--- config.mk ---
export PLATFORM = sky130hd
export DESIGN_NAME = blink_monitor
export DESIGN_NICKNAME = d
export VERILOG_FILES = /design/src/rtl/blink_pkg.sv /design/src/rtl/edge_sync.sv /design/src/rtl/blink_monitor.sv
export SDC_FILE = /design/constraint.sdc
export NUM_CORES = 1
export LEC_CHECK = 0
export ABC_AREA = 1
export CAP_MARGIN = 0
export CORE_MARGIN = 2
export CORE_UTILIZATION = 45
export CTS_BUF_LIST = sky130_fd_sc_hd__clkbuf_16
export DETAILED_ROUTE_END_ITERATION = 16
export DONT_BUFFER_PORTS = 1
export GPL_TIMING_DRIVEN = 0
export SETUP_SLACK_MARGIN = 0.3
export SYNTH_ARGS = -nofsm -noshare
export SYNTH_HDL_FRONTEND = slang
export SYNTH_SLANG_ARGS = --single-unit
--- constraint.sdc ---
create_clock -name CLOCK_50 -period 1.64 [get_ports CLOCK_50]
set_input_delay 0.328 -clock CLOCK_50 [delete_from_list [all_inputs] [get_ports CLOCK_50]]
set_output_delay 0.328 -clock CLOCK_50 [all_outputs]
set_load 0.01 [all_outputs]
--- src/rtl/blink_pkg.sv ---
// rtl/blink_pkg.sv - shared state encoding and default blink half-period
package blink_pkg;

    localparam logic [1:0] ST_IDLE    = 2'd0;
    localparam logic [1:0] ST_MEASURE = 2'd1;
    localparam logic [1:0] ST_LOCKED  = 2'd2;
    localparam logic [1:0] ST_FAULT   = 2'd3;

    typedef enum logic [1:0] {
        IDLE    = ST_IDLE,
        MEASURE = ST_MEASURE,
        LOCKED  = ST_LOCKED,
        FAULT   = ST_FAULT
    } state_t;

    // Same constant feeds the LED generator so both ends agree on 1 s at 50 MHz.
    localparam int DEFAULT_HALF_PERIOD = 50000000;

endpackage

--- src/rtl/edge_sync.sv ---
// rtl/edge_sync.sv - two-flop synchronizer with primed edge detector
module edge_sync (
    input  logic clk,
    input  logic rst,
    input  logic din,
    output logic edge_det
);

    logic       s1;
    logic       s2;
    logic       prev;
    logic [1:0] prime;

    always_ff @(posedge clk) begin
        if (rst) begin
            s1    <= 1'b0;
            s2    <= 1'b0;
            prev  <= 1'b0;
            prime <= 2'd0;
        end else begin
            s1   <= din;
            s2   <= s1;
            prev <= s2;
            if (prime != 2'd3) begin
                prime <= prime + 2'd1;
            end
        end
    end

    // Held off until the pipeline has refilled from the live input after reset.
    assign edge_det = (prime == 2'd3) && (s2 != prev);

endmodule

--- src/rtl/blink_monitor.sv ---
// rtl/blink_monitor.sv - half-period measurement, lock and sticky fault for the blink input
module blink_monitor
    import blink_pkg::*;
#(
    parameter int HALF_PERIOD = DEFAULT_HALF_PERIOD,
    parameter int TOL         = 1000,
    parameter int LOCK_COUNT  = 4,
    parameter int CNT_W       = 27
) (
    input  logic             CLOCK_50,
    input  logic             KEY,
    input  logic             blink_in,
    output logic             edge_pulse,
    output logic             meas_valid,
    output logic [CNT_W-1:0] half_period,
    output logic             locked,
    output logic             fault
);

    localparam int RUN_W = (LOCK_COUNT < 2) ? 1 : $clog2(LOCK_COUNT + 1);

    localparam logic [CNT_W-1:0] LO_LIM  = CNT_W'(HALF_PERIOD - TOL);
    localparam logic [CNT_W-1:0] HI_LIM  = CNT_W'(HALF_PERIOD + TOL);
    localparam logic [CNT_W-1:0] CNT_MAX = CNT_W'(HALF_PERIOD + TOL + 1);
    localparam logic [RUN_W-1:0] RUN_LAST = RUN_W'(LOCK_COUNT - 1);
    localparam logic [RUN_W-1:0] RUN_FULL = RUN_W'(LOCK_COUNT);

    logic             edge_now;
    state_t           state;
    logic [CNT_W-1:0] count;
    logic [RUN_W-1:0] good_run;
    logic             good;
    logic             timeout;

    edge_sync u_edge_sync (
        .clk      (CLOCK_50),
        .rst      (KEY),
        .din      (blink_in),
        .edge_det (edge_now)
    );

    assign good    = (count >= LO_LIM) && (count <= HI_LIM);
    // An edge on the saturation cycle is scored as a bad measurement instead.
    assign timeout = !edge_now && (count == CNT_MAX);

    always_ff @(posedge CLOCK_50) begin
        if (KEY) begin
            state       <= IDLE;
            count       <= '0;
            good_run    <= '0;
            edge_pulse  <= 1'b0;
            meas_valid  <= 1'b0;
            half_period <= '0;
            locked      <= 1'b0;
            fault       <= 1'b0;
        end else begin
            edge_pulse <= edge_now;
            meas_valid <= 1'b0;

            if (edge_now) begin
                count <= CNT_W'(1);
            end else if (count != CNT_MAX) begin
                count <= count + CNT_W'(1);
            end

            case (state)
                IDLE: begin
                    if (edge_now) begin
                        state    <= MEASURE;
                        good_run <= '0;
                    end
                end
                MEASURE: begin
                    if (edge_now) begin
                        meas_valid  <= 1'b1;
                        half_period <= count;
                        if (!good) begin
                            good_run <= '0;
                        end else if (good_run == RUN_LAST) begin
                            good_run <= RUN_FULL;
                            state    <= LOCKED;
                            locked   <= 1'b1;
                        end else begin
                            good_run <= good_run + RUN_W'(1);
                        end
                    end else if (timeout) begin
                        state    <= IDLE;
                        good_run <= '0;
                    end
                end
                LOCKED: begin
                    if (edge_now) begin
                        meas_valid  <= 1'b1;
                        half_period <= count;
                    end
                    if ((edge_now && !good) || timeout) begin
                        state  <= FAULT;
                        locked <= 1'b0;
                        fault  <= 1'b1;
                    end
                end
                FAULT: begin
                    if (edge_now) begin
                        meas_valid  <= 1'b1;
                        half_period <= count;
                    end
                end
                default: state <= IDLE;
            endcase
        end
    end

endmodule

==> results.json <==
{
  "skew_ns": 0.00814,
  "critPathMaxFanout": 6,
  "cp_cell_sequence": "nand2_2 -> nor2_4 -> nand2_2 -> nor2_4 -> nand2_4 -> nor2_4 -> nand2_4 -> nor3_4 -> a21oi_2 -> o21a_1",
  "status": "finished, violations left",
  "crit_buf_inv": 0,
  "antenna_cells": 0,
  "crit_path_frequent_cell": "nor2_4",
  "cts_sinks": 68,
  "cts_tree": "yes",
  "cts_root_buf": "clkbuf_16",
  "critPathArrivalTime_ns": 2.00,
  "dieWidth_um": 90.5,
  "maxCapViolCount": 0,
  "grt_pass1_vias": 3315,
  "grt_usage": 0.241,
  "fp.dieArea_um2": 8190,
  "fin_area_um2": 5470,
  "num-nets-final": 552,
  "synthArstFlopShare": 0,
  "synth_nets": 477,
  "grt_pass1_wl_um": 15800,
  "netlist_instances": 463,
  "num_vias": 3478,
  "cp-start-kind": "flop",
  "ys_seq_area_frac": 0.404,
  "slew_headroom": 0.433,
  "min_from": "blink_in",
  "synth_area_per_cell_um2": 7.27,
  "leakage_nw": 1.98,
  "worst_path_max_delay_cell": "dfxtp_4",
  "reg2regPathDepth": 10,
  "pwr-share-clk": 0.444,
  "combPwrFrac": 0.176,
  "power.switching_mw": 1.25,
  "fin_ws_ns": -0.133,
  "fin_crit_ns": 1.77,
  "synth-seq-cells": 68,
  "critical_path_required_ns": 1.87,
  "busiest_layer": "met2",
  "cts_hold_buffers": 0,
  "wl_per_cell_um": 16.6,
  "clkLatencyLatePin_ns": 0.34,
  "ir_worst_vdd_uv": 587,
  "drt-initial-drc-count": 158,
  "slowest_delay_ns": 0.39,
  "clkTransAtPathRegs_ns": 0.05,
  "syn_area_um2": 3370,
  "use_met2": 0.412,
  "area_delta_synth_final_pct": 62.5,
  "dp_hpwl_um": 5550,
  "grt_max_degree": 12,
  "ys_types": 34,
  "seqPwrFrac": 0.379,
  "synth_flop_cell": "dfxtp_1",
  "setup_viol": 14,
  "synthTopCellsByArea": "dfxtp_1, nand2_1, a21oi_1",
  "final_cell_mix": "nand2_1, a21oi_2, buf_4",
  "drive_gt1_frac": 0.558,
  "grt_use_met3": 0.0551,
  "rsz0062_at_grt": "true",
  "firstDrtPassIters": 5,
  "totalWireLength_um": 10700,
  "use_met1": 0.293,
  "cts_max_level": 3,
  "drv_slew": 0,
  "drc": 0,
  "yosys.area.top_type": "dfxtp_1",
  "gp_congestion": 0.855,
  "io_pins": 34,
  "final_util": 0.755,
  "ys_warn_count": 0,
  "synth_edf_count": 0,
  "min_to": "u_edge_sync.s1",
  "cp-end-kind": "flop",
  "cpLargestDelayFamily": "simple AND/OR/NAND/NOR gates",
  "timing.final.crit_share": 1.08,
  "r2r-end": "count[25]",
  "whs_path_depth": 2,
  "place.port_buffers": 0,
  "intPower_mw": 3.33,
  "r2r_slack_ns": -0.13,
  "violations": "negative setup slack",
  "mostFrequentLayoutCell": "nand2_1",
  "whs_ns": 0.0877,
  "fmax_mhz": 564,
  "clock_path_buffers": 2,
  "hp-class": "input pin to flop",
  "synth_top_area_frac": 0.404,
  "power_per_cell_area_nw_per_um2": 836,
  "swShare": 0.274,
  "fp.dieH_um": 90.5,
  "core_um2": 7250,
  "cts_buffers": 9,
  "finalHoldViolCount": 0,
  "overflow": 0,
  "detail-route-antenna-nets": 0,
  "start_util": 0.464,
  "timing.rr.start": "count[3]",
  "crit_type": "flop to flop",
  "viasPerCell": 5.42,
  "worst_pin_slew_ns": 0.850,
  "antenna_found_initial": 0,
  "placed_cell_area_um2": 3570,
  "rows": 31
}
==> Yosys cell counts, types with 2 or more instances <==
master,number
nand2_1,94
dfxtp_1,68
a21oi_1,56
inv_1,48
nand3_1,44
nor2_1,43
clkbuf_1,11
ha_1,11
o21ai_0,11
nand2_2,10
nand4_1,8
nor3_1,7
nor2_4,5
o21a_1,5
a31oi_1,4
buf_2,4
nor2_2,4
nand2_4,3
nor3_2,3
nor4_1,3
or2_2,3
xor2_1,3
nand3_2,2
nor3b_1,2
o21ai_1,2
==> metrics by stage <==
step / setup TNS, ns / power (mW) / cells / setup slack, ns
2_1_floorplan: 0 / 2.14 / 463 / 0.0903
3_3_place_gp: -8.18 / 2.23 / 562 / -0.469
3_5_place_dp: -8.92 / 2.24 / 562 / -0.508
4_1_cts: -0.268 / 4.45 / 620 / -0.0660
5_1_grt: -2.46 / 4.73 / 642 / -0.220
6_report: -0.949 / 4.58 / 642 / -0.133
==> worst reg2reg max path, delay by kind of cell, from the launching register on <==
family,cells,cell delay [ns]
flops,1,0.39
simple gates,8,1.10
compound gates,2,0.19
==> state kept, by name (all words and copies together), names as in the netlist <==
signal	cells
fault	1
edge_pulse	1
u_edge_sync.prev	1
count	27
half_period	27
meas_valid	1
u_edge_sync.prime	2
state	2
good_run	3
locked	1
u_edge_sync.s1	1
u_edge_sync.s2	1
==> metal layers <==
metal | routed length, µm | part of all wire
met1 | 4350 | 0.41
met2 | 5520 | 0.52
met3 | 546 | 0.051
met4 | 269 | 0.025
met5 | 0 | 0
==> area by class of cell <==
class | instances | area, µm²
plain buffers | 16 | 228
clock buffers | 9 | 225
clock inverters | 7 | 81.3
fillers | 507 | 1780
inverters | 48 | 205
multi-input cells | 331 | 2520
flip-flops and latches | 68 | 1450
well taps | 99 | 124
repair buffers | 64 | 639
==> cells by family (layout without fill, tap and decap cells) <==
family                   Yosys count  in the layout  synth area share
flip-flops                        68             68             0.404
XOR/XNOR                           3              3           0.00781
AO/OA/AOI/OAI                     81             81             0.131
adder cells (fa/ha/maj)           11             11            0.0409
AND/OR/NAND/NOR                  236            236             0.343
buffers and inverters             64            144            0.0732
==> power groups by stage <==
stage          combinational (mW)  clock, mW  sequential (mW)
3_5_place_dp                0.465          0             1.78
2_1_floorplan               0.374          0             1.77
4_1_cts                     0.668       2.04             1.74
3_3_place_gp                0.456          0             1.78
5_1_grt                     0.866       2.13             1.74
6_report                    0.808       2.03             1.74
==> how the worst max path moves through the flow <==
stage                    startpoint         to  slack [ns]  depth (start not counted)
2_1_floorplan              count[1]   state[0]        0.09                         15
3_3_place_gp   u_edge_sync.prime[0]  count[12]       -0.47                          8
3_5_place_dp   u_edge_sync.prime[0]  count[12]       -0.51                          8
4_1_cts                    count[0]  count[23]       -0.07                         10
5_1_grt                    count[3]  count[25]       -0.22                         10
6_report                   count[3]  count[25]       -0.13                         10
==> timing repair <==
item	CTS	global route
buffers inserted	37	21
endpoints found under the setup margin	60	62
pin swaps	40	40
cloned	5	1
resized for setup	146	140
Power figures use the tool's default switching activity.
